<file path="src/rtl/johnson_sequence_monitor_pkg.sv">
// Shared definitions for the Johnson sequence monitor.
//   - FSM state encoding (matches the 2-bit state output)
//   - the eight legal codes of the 4-bit count-down Johnson ring, in phase order
//   - johnson_next(): successor of a code on that ring
package johnson_pkg;

   typedef enum logic [1:0] {
      ST_SEARCH = 2'd0,
      ST_TRACK  = 2'd1,
      ST_LOCKED = 2'd2,
      ST_FAULT  = 2'd3
   } jsm_state_t;

   localparam logic [3:0] CODE_0 = 4'b0000;
   localparam logic [3:0] CODE_1 = 4'b1000;
   localparam logic [3:0] CODE_2 = 4'b1100;
   localparam logic [3:0] CODE_3 = 4'b1110;
   localparam logic [3:0] CODE_4 = 4'b1111;
   localparam logic [3:0] CODE_5 = 4'b0111;
   localparam logic [3:0] CODE_6 = 4'b0011;
   localparam logic [3:0] CODE_7 = 4'b0001;

   // The ring shifts right and feeds the inverted LSB into the MSB.
   // Only meaningful for legal codes; callers qualify with legality.
   function automatic logic [3:0] johnson_next(input logic [3:0] code);
      return {~code[0], code[3:1]};
   endfunction

endpackage

</file>
<file path="src/rtl/johnson_sequence_monitor_if.sv">
// Bundle between the Johnson counter side and the sequence monitor.
//   master : drives code_in / sample_en / clr_fault, observes status
//   slave  : the monitor itself
//   code_in[3:0]    counter output          sample_en   code_in valid this cycle
//   clr_fault       leave FAULT             index[2:0]  phase of last legal sample
//   code_legal      last sample legal       locked      FSM in LOCKED
//   fault           FSM in FAULT            wrap_pulse  one pulse per ring while locked
//   wrap_count      saturating ring count   state[1:0]  raw FSM state
interface johnson_sequence_monitor_if #(
   parameter int WRAP_W = 8
);
   logic [3:0]        code_in;
   logic              sample_en;
   logic              clr_fault;
   logic [2:0]        index;
   logic              code_legal;
   logic              locked;
   logic              fault;
   logic              wrap_pulse;
   logic [WRAP_W-1:0] wrap_count;
   logic [1:0]        state;

   modport master (
      output code_in, sample_en, clr_fault,
      input  index, code_legal, locked, fault, wrap_pulse, wrap_count, state
   );

   modport slave (
      input  code_in, sample_en, clr_fault,
      output index, code_legal, locked, fault, wrap_pulse, wrap_count, state
   );
endinterface

</file>
<file path="src/rtl/johnson_sequence_monitor_decode.sv">
// Combinational decode of a 4-bit Johnson code to its phase index.
//   code_i[3:0]  raw counter code
//   index_o[2:0] phase 0..7 (0 when illegal)
//   legal_o      code is one of the eight ring codes
module johnson_decode
   import johnson_pkg::*;
(
   input  logic [3:0] code_i,
   output logic [2:0] index_o,
   output logic       legal_o
);

   always_comb begin
      index_o = 3'd0;
      legal_o = 1'b1;
      case (code_i)
         CODE_0:  index_o = 3'd0;
         CODE_1:  index_o = 3'd1;
         CODE_2:  index_o = 3'd2;
         CODE_3:  index_o = 3'd3;
         CODE_4:  index_o = 3'd4;
         CODE_5:  index_o = 3'd5;
         CODE_6:  index_o = 3'd6;
         CODE_7:  index_o = 3'd7;
         default: legal_o = 1'b0;
      endcase
   end

endmodule

</file>
<file path="src/rtl/johnson_sequence_monitor.sv">
// Self-checking consumer of the 4-bit count-down Johnson counter.
// Classifies each enabled sample against the stored previous code, locks
// after LOCK_COUNT consecutive forward steps, counts ring wraps while locked
// and latches a sticky fault on any corruption once locked.
//   clk    system clock
//   reset  synchronous active-low reset
//   bus    johnson_sequence_monitor_if slave modport (see interface file)
//
// state  | meaning
// -------+------------------------------------------------------------
// SEARCH | no reference code yet; first legal sample starts tracking
// TRACK  | counting forward steps toward lock; HOLD ignored, BAD drops out
// LOCKED | ring verified; STEP/HOLD ok, BAD goes to FAULT, wraps counted
// FAULT  | sticky; samples ignored until clr_fault
module johnson_sequence_monitor
   import johnson_pkg::*;
#(
   parameter int LOCK_COUNT = 4,
   parameter int WRAP_W     = 8
) (
   input  logic clk,
   input  logic reset,
   johnson_sequence_monitor_if.slave bus
);

   localparam logic [3:0] LOCK_N = 4'(LOCK_COUNT);

   jsm_state_t        state_q, state_d;
   logic [2:0]        index_q, index_d;
   logic              code_legal_q, code_legal_d;
   logic              wrap_pulse_q, wrap_pulse_d;
   logic [WRAP_W-1:0] wrap_count_q, wrap_count_d;
   logic [3:0]        prev_code_q, prev_code_d;
   logic              prev_valid_q, prev_valid_d;
   logic [3:0]        streak_q, streak_d;

   logic [2:0] dec_index;
   logic       dec_legal;
   logic       is_step;
   logic       is_hold;

   johnson_decode u_decode (
      .code_i  (bus.code_in),
      .index_o (dec_index),
      .legal_o (dec_legal)
   );

   // prev_code_q only ever holds legal codes, so a HOLD is implicitly legal.
   assign is_step = prev_valid_q && dec_legal && (bus.code_in == johnson_next(prev_code_q));
   assign is_hold = prev_valid_q && (bus.code_in == prev_code_q);

   always_comb begin
      state_d      = state_q;
      index_d      = index_q;
      code_legal_d = code_legal_q;
      wrap_pulse_d = 1'b0;
      wrap_count_d = wrap_count_q;
      prev_code_d  = prev_code_q;
      prev_valid_d = prev_valid_q;
      streak_d     = streak_q;

      if (state_q == ST_FAULT) begin
         // Any sample arriving with clr_fault is discarded.
         if (bus.clr_fault) begin
            state_d      = ST_SEARCH;
            prev_valid_d = 1'b0;
         end
      end else if (bus.sample_en) begin
         code_legal_d = dec_legal;
         if (dec_legal) begin
            index_d     = dec_index;
            prev_code_d = bus.code_in;
         end

         if (state_q == ST_SEARCH) begin
            if (dec_legal) begin
               state_d      = ST_TRACK;
               streak_d     = 4'd0;
               prev_valid_d = 1'b1;
            end
         end else if (state_q == ST_TRACK) begin
            if (is_step) begin
               streak_d = streak_q + 4'd1;
               if (streak_q + 4'd1 == LOCK_N) begin
                  state_d = ST_LOCKED;
               end
            end else if (!is_hold) begin
               state_d      = ST_SEARCH;
               streak_d     = 4'd0;
               prev_valid_d = 1'b0;
            end
         end else begin
            if (is_step) begin
               // Only a 0001 -> 0000 step lands on CODE_0.
               if (bus.code_in == CODE_0) begin
                  wrap_pulse_d = 1'b1;
                  if (wrap_count_q != {WRAP_W{1'b1}}) begin
                     wrap_count_d = wrap_count_q + WRAP_W'(1);
                  end
               end
            end else if (!is_hold) begin
               state_d = ST_FAULT;
            end
         end
      end
   end

   always_ff @(posedge clk) begin
      if (!reset) begin
         state_q      <= ST_SEARCH;
         index_q      <= 3'd0;
         code_legal_q <= 1'b0;
         wrap_pulse_q <= 1'b0;
         wrap_count_q <= '0;
         prev_code_q  <= CODE_0;
         prev_valid_q <= 1'b0;
         streak_q     <= 4'd0;
      end else begin
         state_q      <= state_d;
         index_q      <= index_d;
         code_legal_q <= code_legal_d;
         wrap_pulse_q <= wrap_pulse_d;
         wrap_count_q <= wrap_count_d;
         prev_code_q  <= prev_code_d;
         prev_valid_q <= prev_valid_d;
         streak_q     <= streak_d;
      end
   end

   assign bus.state      = state_q;
   assign bus.index      = index_q;
   assign bus.code_legal = code_legal_q;
   assign bus.locked     = (state_q == ST_LOCKED);
   assign bus.fault      = (state_q == ST_FAULT);
   assign bus.wrap_pulse = wrap_pulse_q;
   assign bus.wrap_count = wrap_count_q;

endmodule

</file>
<file path="src/flat_wrapper.sv">
// flat-port wrapper written by rule: the top's interface ports become plain ports
module johnson_sequence_monitor_flat import johnson_pkg::*;
#(
   parameter int LOCK_COUNT = 4,
   parameter int WRAP_W     = 8
)
  (clk, reset, bus_code_in, bus_sample_en, bus_clr_fault, bus_index, bus_code_legal, bus_locked, bus_fault, bus_wrap_pulse, bus_wrap_count, bus_state);
  johnson_sequence_monitor_if #(.WRAP_W(WRAP_W)) bus_i ();
  input  logic clk;
  input  logic reset;
  input wire logic [$bits(bus_i.code_in)-1:0] bus_code_in;
  input wire logic [$bits(bus_i.sample_en)-1:0] bus_sample_en;
  input wire logic [$bits(bus_i.clr_fault)-1:0] bus_clr_fault;
  output wire logic [$bits(bus_i.index)-1:0] bus_index;
  output wire logic [$bits(bus_i.code_legal)-1:0] bus_code_legal;
  output wire logic [$bits(bus_i.locked)-1:0] bus_locked;
  output wire logic [$bits(bus_i.fault)-1:0] bus_fault;
  output wire logic [$bits(bus_i.wrap_pulse)-1:0] bus_wrap_pulse;
  output wire logic [$bits(bus_i.wrap_count)-1:0] bus_wrap_count;
  output wire logic [$bits(bus_i.state)-1:0] bus_state;
  assign bus_i.code_in = bus_code_in;
  assign bus_i.sample_en = bus_sample_en;
  assign bus_i.clr_fault = bus_clr_fault;
  assign bus_index = bus_i.index;
  assign bus_code_legal = bus_i.code_legal;
  assign bus_locked = bus_i.locked;
  assign bus_fault = bus_i.fault;
  assign bus_wrap_pulse = bus_i.wrap_pulse;
  assign bus_wrap_count = bus_i.wrap_count;
  assign bus_state = bus_i.state;
  johnson_sequence_monitor #(.LOCK_COUNT(LOCK_COUNT), .WRAP_W(WRAP_W)) u_core (.clk(clk), .reset(reset), .bus(bus_i));
endmodule
</file>
<file path="config.mk">
export PLATFORM = sky130hd
export DESIGN_NAME = johnson_sequence_monitor_flat
export DESIGN_NICKNAME = d
export VERILOG_FILES = /design/src/rtl/johnson_sequence_monitor_pkg.sv /design/src/rtl/johnson_sequence_monitor_if.sv /design/src/rtl/johnson_sequence_monitor_decode.sv /design/src/rtl/johnson_sequence_monitor.sv /design/src/flat_wrapper.sv
export SDC_FILE = /design/constraint.sdc
export NUM_CORES = 1
export LEC_CHECK = 0
export CORE_MARGIN = 3
export CORE_UTILIZATION = 35
export CTS_CLUSTER_SIZE = 25
export DETAILED_ROUTE_END_ITERATION = 7
export PLACE_DENSITY = 0.61
export SYNTH_ARGS = -nofsm -noshare
export SYNTH_HDL_FRONTEND = slang
export SYNTH_SLANG_ARGS = --single-unit
</file>
<file path="constraint.sdc">
create_clock -name clk -period 3.34 [get_ports clk]
set_input_delay 0.334 -clock clk [delete_from_list [all_inputs] [get_ports clk]]
set_output_delay 0.334 -clock clk [all_outputs]
set_load 0.02 [all_outputs]
</file>
==> impl_metrics.csv <==
group,metric,value,unit
power,finalPower,733,uW
worst_setup_path,startpoint,"u_core.bus.state[0]",
synthesis,async_flop_share,0,
synthesis,synth_compound_area_frac,0.196,
worst_setup_path,critPathArrivalTime,2.51,ns
cts,cts_root_buffer,"clkbuf_8",
worst_setup_path,endpoint,"u_core.bus.wrap_count[5]",
worst_setup_path,crit_chain,"inv_1 -> ha_1 -> nor2_1 -> nand4_1 -> a31oi_1 -> and3_1 -> nand4_1 -> mux2i_1",
synthesis,synth_seq_cells,24,
timing,slew_viol_final,0,
timing,slew_headroom,0.560,
drt,wl_met2,1430,um
drt,wl_met1,1620,um
drt,drcViolationCount,0,
worst_setup_path,critPathLaunchType,"flip-flop",
synthesis,synth_edf_count,0,
cts,cts_buffers,3,
power,p_seq_frac,0.424,
cts,htreeDepth,1,
finish,num_antenna_cells,0,
power,ir_worst_vdd,0.150,mV
power,clockPowerShare,0.357,
floorplan,die-area,5490,um^2
cts,numClockSinks,24,
cts,cts_tree,"yes",
power,leakage,0.000738,uW
synthesis,synth_top_cell_area_share,0.296,
synthesis,synth_xor_area_frac,0.0687,
synthesis,synth_top_family_by_area,"simple AND/OR/NAND/NOR gates",
worst_setup_path,cp_slowest_cell,"dfxtp_1",
timing,setup-violations-final,0,
grt,overflow,0,
worst_setup_path,cpMostUsedCell,"nand4_1",
synthesis,syn_nets,192,
timing,worst_pin_slew,0.659,ns
worst_setup_path,crit_required,3.51,ns
hold_path,hold_path_class,"flip-flop to flip-flop",
worst_setup_path,rr_worst_depth,8,
synthesis,syn_inst,176,
timing,fin_tns_setup,0,ns
cts,path_clk_slew,0.09,ns
flow_run,cap_violations,0,
place,dp_hpwl,2420,um
synthesis,netlist_area,1620,um^2
timing,fmax,427,MHz
worst_setup_path,max_stage_delay,0.47,ns
drt,routed_wl,3230,um
cts,cts_hold_buf,0,
synthesis,synthMuxAreaShare,0.0864,
synthesis,synth_fa_ha_area_frac,0.0617,
timing,hold_viol_final,0,
grt,antenna_found_initial,0,
cts,cts_setup_buffers,0,
place,numPortBuffers,24,
worst_setup_path,r2r_end,"u_core.bus.wrap_count[5]",
place,gp_congestion,0.761,
power,power.density,378,nW/um^2
power,p_switching,205,uW
floorplan,initial_utilization,0.367,
timing,finalCriticalPeriod,2.34,ns
synthesis,syn_avg_cell_area,9.21,um^2
finish,area_growth,19.7,%
worst_setup_path,crit_type,"flip-flop to flip-flop",
drt,drt_iter0_drc,73,
outcome,status,"finished, final reports clean",
place,dpl_cell_area,1870,um^2
grt,grt_pass1_vias,1177,
grt,grt_pass1_wl,5550,um
cts,worstSkewPairLatency,0.27,ns
drt,dr_wl_met3,127,um
finish,mostFrequentLayoutCells,"clkdlybuf4s50_1, dfxtp_1, nor2_1",
floorplan,die_w,74.1,um
drt,vias,1288,
finish,fin_nets,213,
worst_setup_path,cp_top_family,"simple AND/OR/NAND/NOR gates",
drt,ant_nets,0,
worst_setup_path,path_depth,8,
synthesis,ys.flop_type,"dfxtp_1",
power,internal_power,529,uW
worst_setup_path,critPathCaptureType,"flip-flop",
floorplan,row_count,24,
synthesis,ys_seq_area_frac,0.296,
synthesis,synthTopCellsByArea,"dfxtp_1, mux2i_1, ha_1",
synthesis,ys_warn_count,0,
synthesis,synth_largest_area_cell,"dfxtp_1",
synthesis,synth_cell_type_count,50,
drt,highest_layer,"met4",
floorplan,die_height,74.1,um
grt,grt_use_total,0.130,
drt,first_pass_iters,7,
power,p_sw_frac,0.279,
timing,fin_skew,0.00268,ns
worst_setup_path,rrSetupSlack,1.0,ns
finish,finish.instance_area,1940,um^2
timing,fin_crit_sh,0.702,
cts,postCtsResizedCells,0,
timing,rsz0062_at_grt,"no",
worst_setup_path,critPathMaxFanout,10,
synthesis,yosys.area_share.simple,0.235,
drt,viasPerCell,5.19,
worst_setup_path,cp_num_buf_inv,1,
drt,post_drt_wl_per_cell,13.0,um
power,pwr-share-comb,0.219,
cts,cts.path.max_buffers,2,
floorplan,io_pins,25,
grt,grt_max_degree,22,
worst_setup_path,reg2reg_from,"u_core.bus.state[0]",
finish,drive_above_1_share,0.122,
floorplan,core_area,4410,um^2
## area by class of cell
type	instances	area (um^2)
Inverter	7	26.3
Fill cell	447	2470
Clock buffer	3	41.3
Tap cell	52	65.1
Multi-Input combinational cell	136	1050
Sequential cell	24	480
Clock inverter	1	30.0
Timing Repair Buffer	25	248
## registers in the layout (all words and copies together), names as in the netlist
register	cells
u_core.bus.code_legal	1
u_core.bus.index	3
u_core.bus.wrap_count	8
u_core.streak_q	4
u_core.prev_valid_q	1
u_core.prev_code_q	4
u_core.bus.wrap_pulse	1
u_core.bus.state	2
## synth_stat cells (all sizes together), types with 2 or more instances
cell,n
or2,2
xnor2,5
buf,6
nand2,12
nor3,5
and3,3
o21ai,8
a22o,2
nand3b,2
nand3,5
ha,8
nor4,4
a21oi,10
inv,7
clkbuf,3
nand2b,2
a311oi,2
xor2,6
a2bb2oi,2
dfxtp,24
or3,3
mux2i,14
nor2b,2
nor2,20
nand4,4
## power by group through the flow
stage | Sequential [uW] | Clock [uW] | Combinational (uW)
floorplan | 322 | 0 | 117
global placement | 317 | 0 | 160
detailed placement | 317 | 0 | 161
CTS | 311 | 266 | 162
global route | 313 | 278 | 177
finish | 311 | 262 | 161
## worst register-to-register path, delay by kind of cell (launching register included)
kind,cells,cell delay (ns)
AO/OA/AOI/OAI,1,0.25
adder cells (fa/ha/maj),1,0.36
buffers and inverters,1,0.10
flip-flops,1,0.47
multiplexers,1,0.14
AND/OR/NAND/NOR,4,0.91
## per-layer routing
| layer | vias to the layer above | global-route usage |
|---|---|---|
| met1 | 582 | 0.185 |
| met3 | 7 | 0.0243 |
| met4 | 0 | 0.0523 |
| li1 | 675 | - |
| met5 | - | 0 |
| met2 | 24 | 0.191 |
## cell families (layout without fill, tap and decap cells)
group	count (synthesis)	count (layout)
AND/OR/NAND/NOR	69	69
AO/OA/AOI/OAI	34	34
flip-flops	24	24
buffers and inverters	16	36
multiplexers	14	14
XOR/XNOR	11	11
adder cells (fa/ha/maj)	8	8
## worst min path at each step
stage | startpoint | end | slack [ns] | cells after the start
finish | u_core.bus.index[2] | u_core.bus.index[2] | 0.49 | 2
global route | u_core.bus.index[2] | u_core.bus.index[2] | 0.52 | 2
CTS | u_core.bus.index[2] | u_core.bus.index[2] | 0.50 | 2
detailed placement | u_core.bus.index[2] | u_core.bus.index[2] | 0.49 | 2
global placement | u_core.bus.index[2] | u_core.bus.index[2] | 0.47 | 2
floorplan | u_core.streak_q[3] | u_core.streak_q[3] | 0.46 | 2
## through the flow
step                      setup slack (ns)   util  hold slack, ns  cells
final                                0.996  0.440           0.490    248
after CTS                            0.993  0.440           0.500    248
after global placement               0.733  0.423           0.469    244
after floorplan                       1.22      -           0.462    176
after detailed placement             0.707  0.423           0.486    244
after global routing                 0.753  0.440           0.519    248
Note: power is estimated with default switching activity, not from simulation.
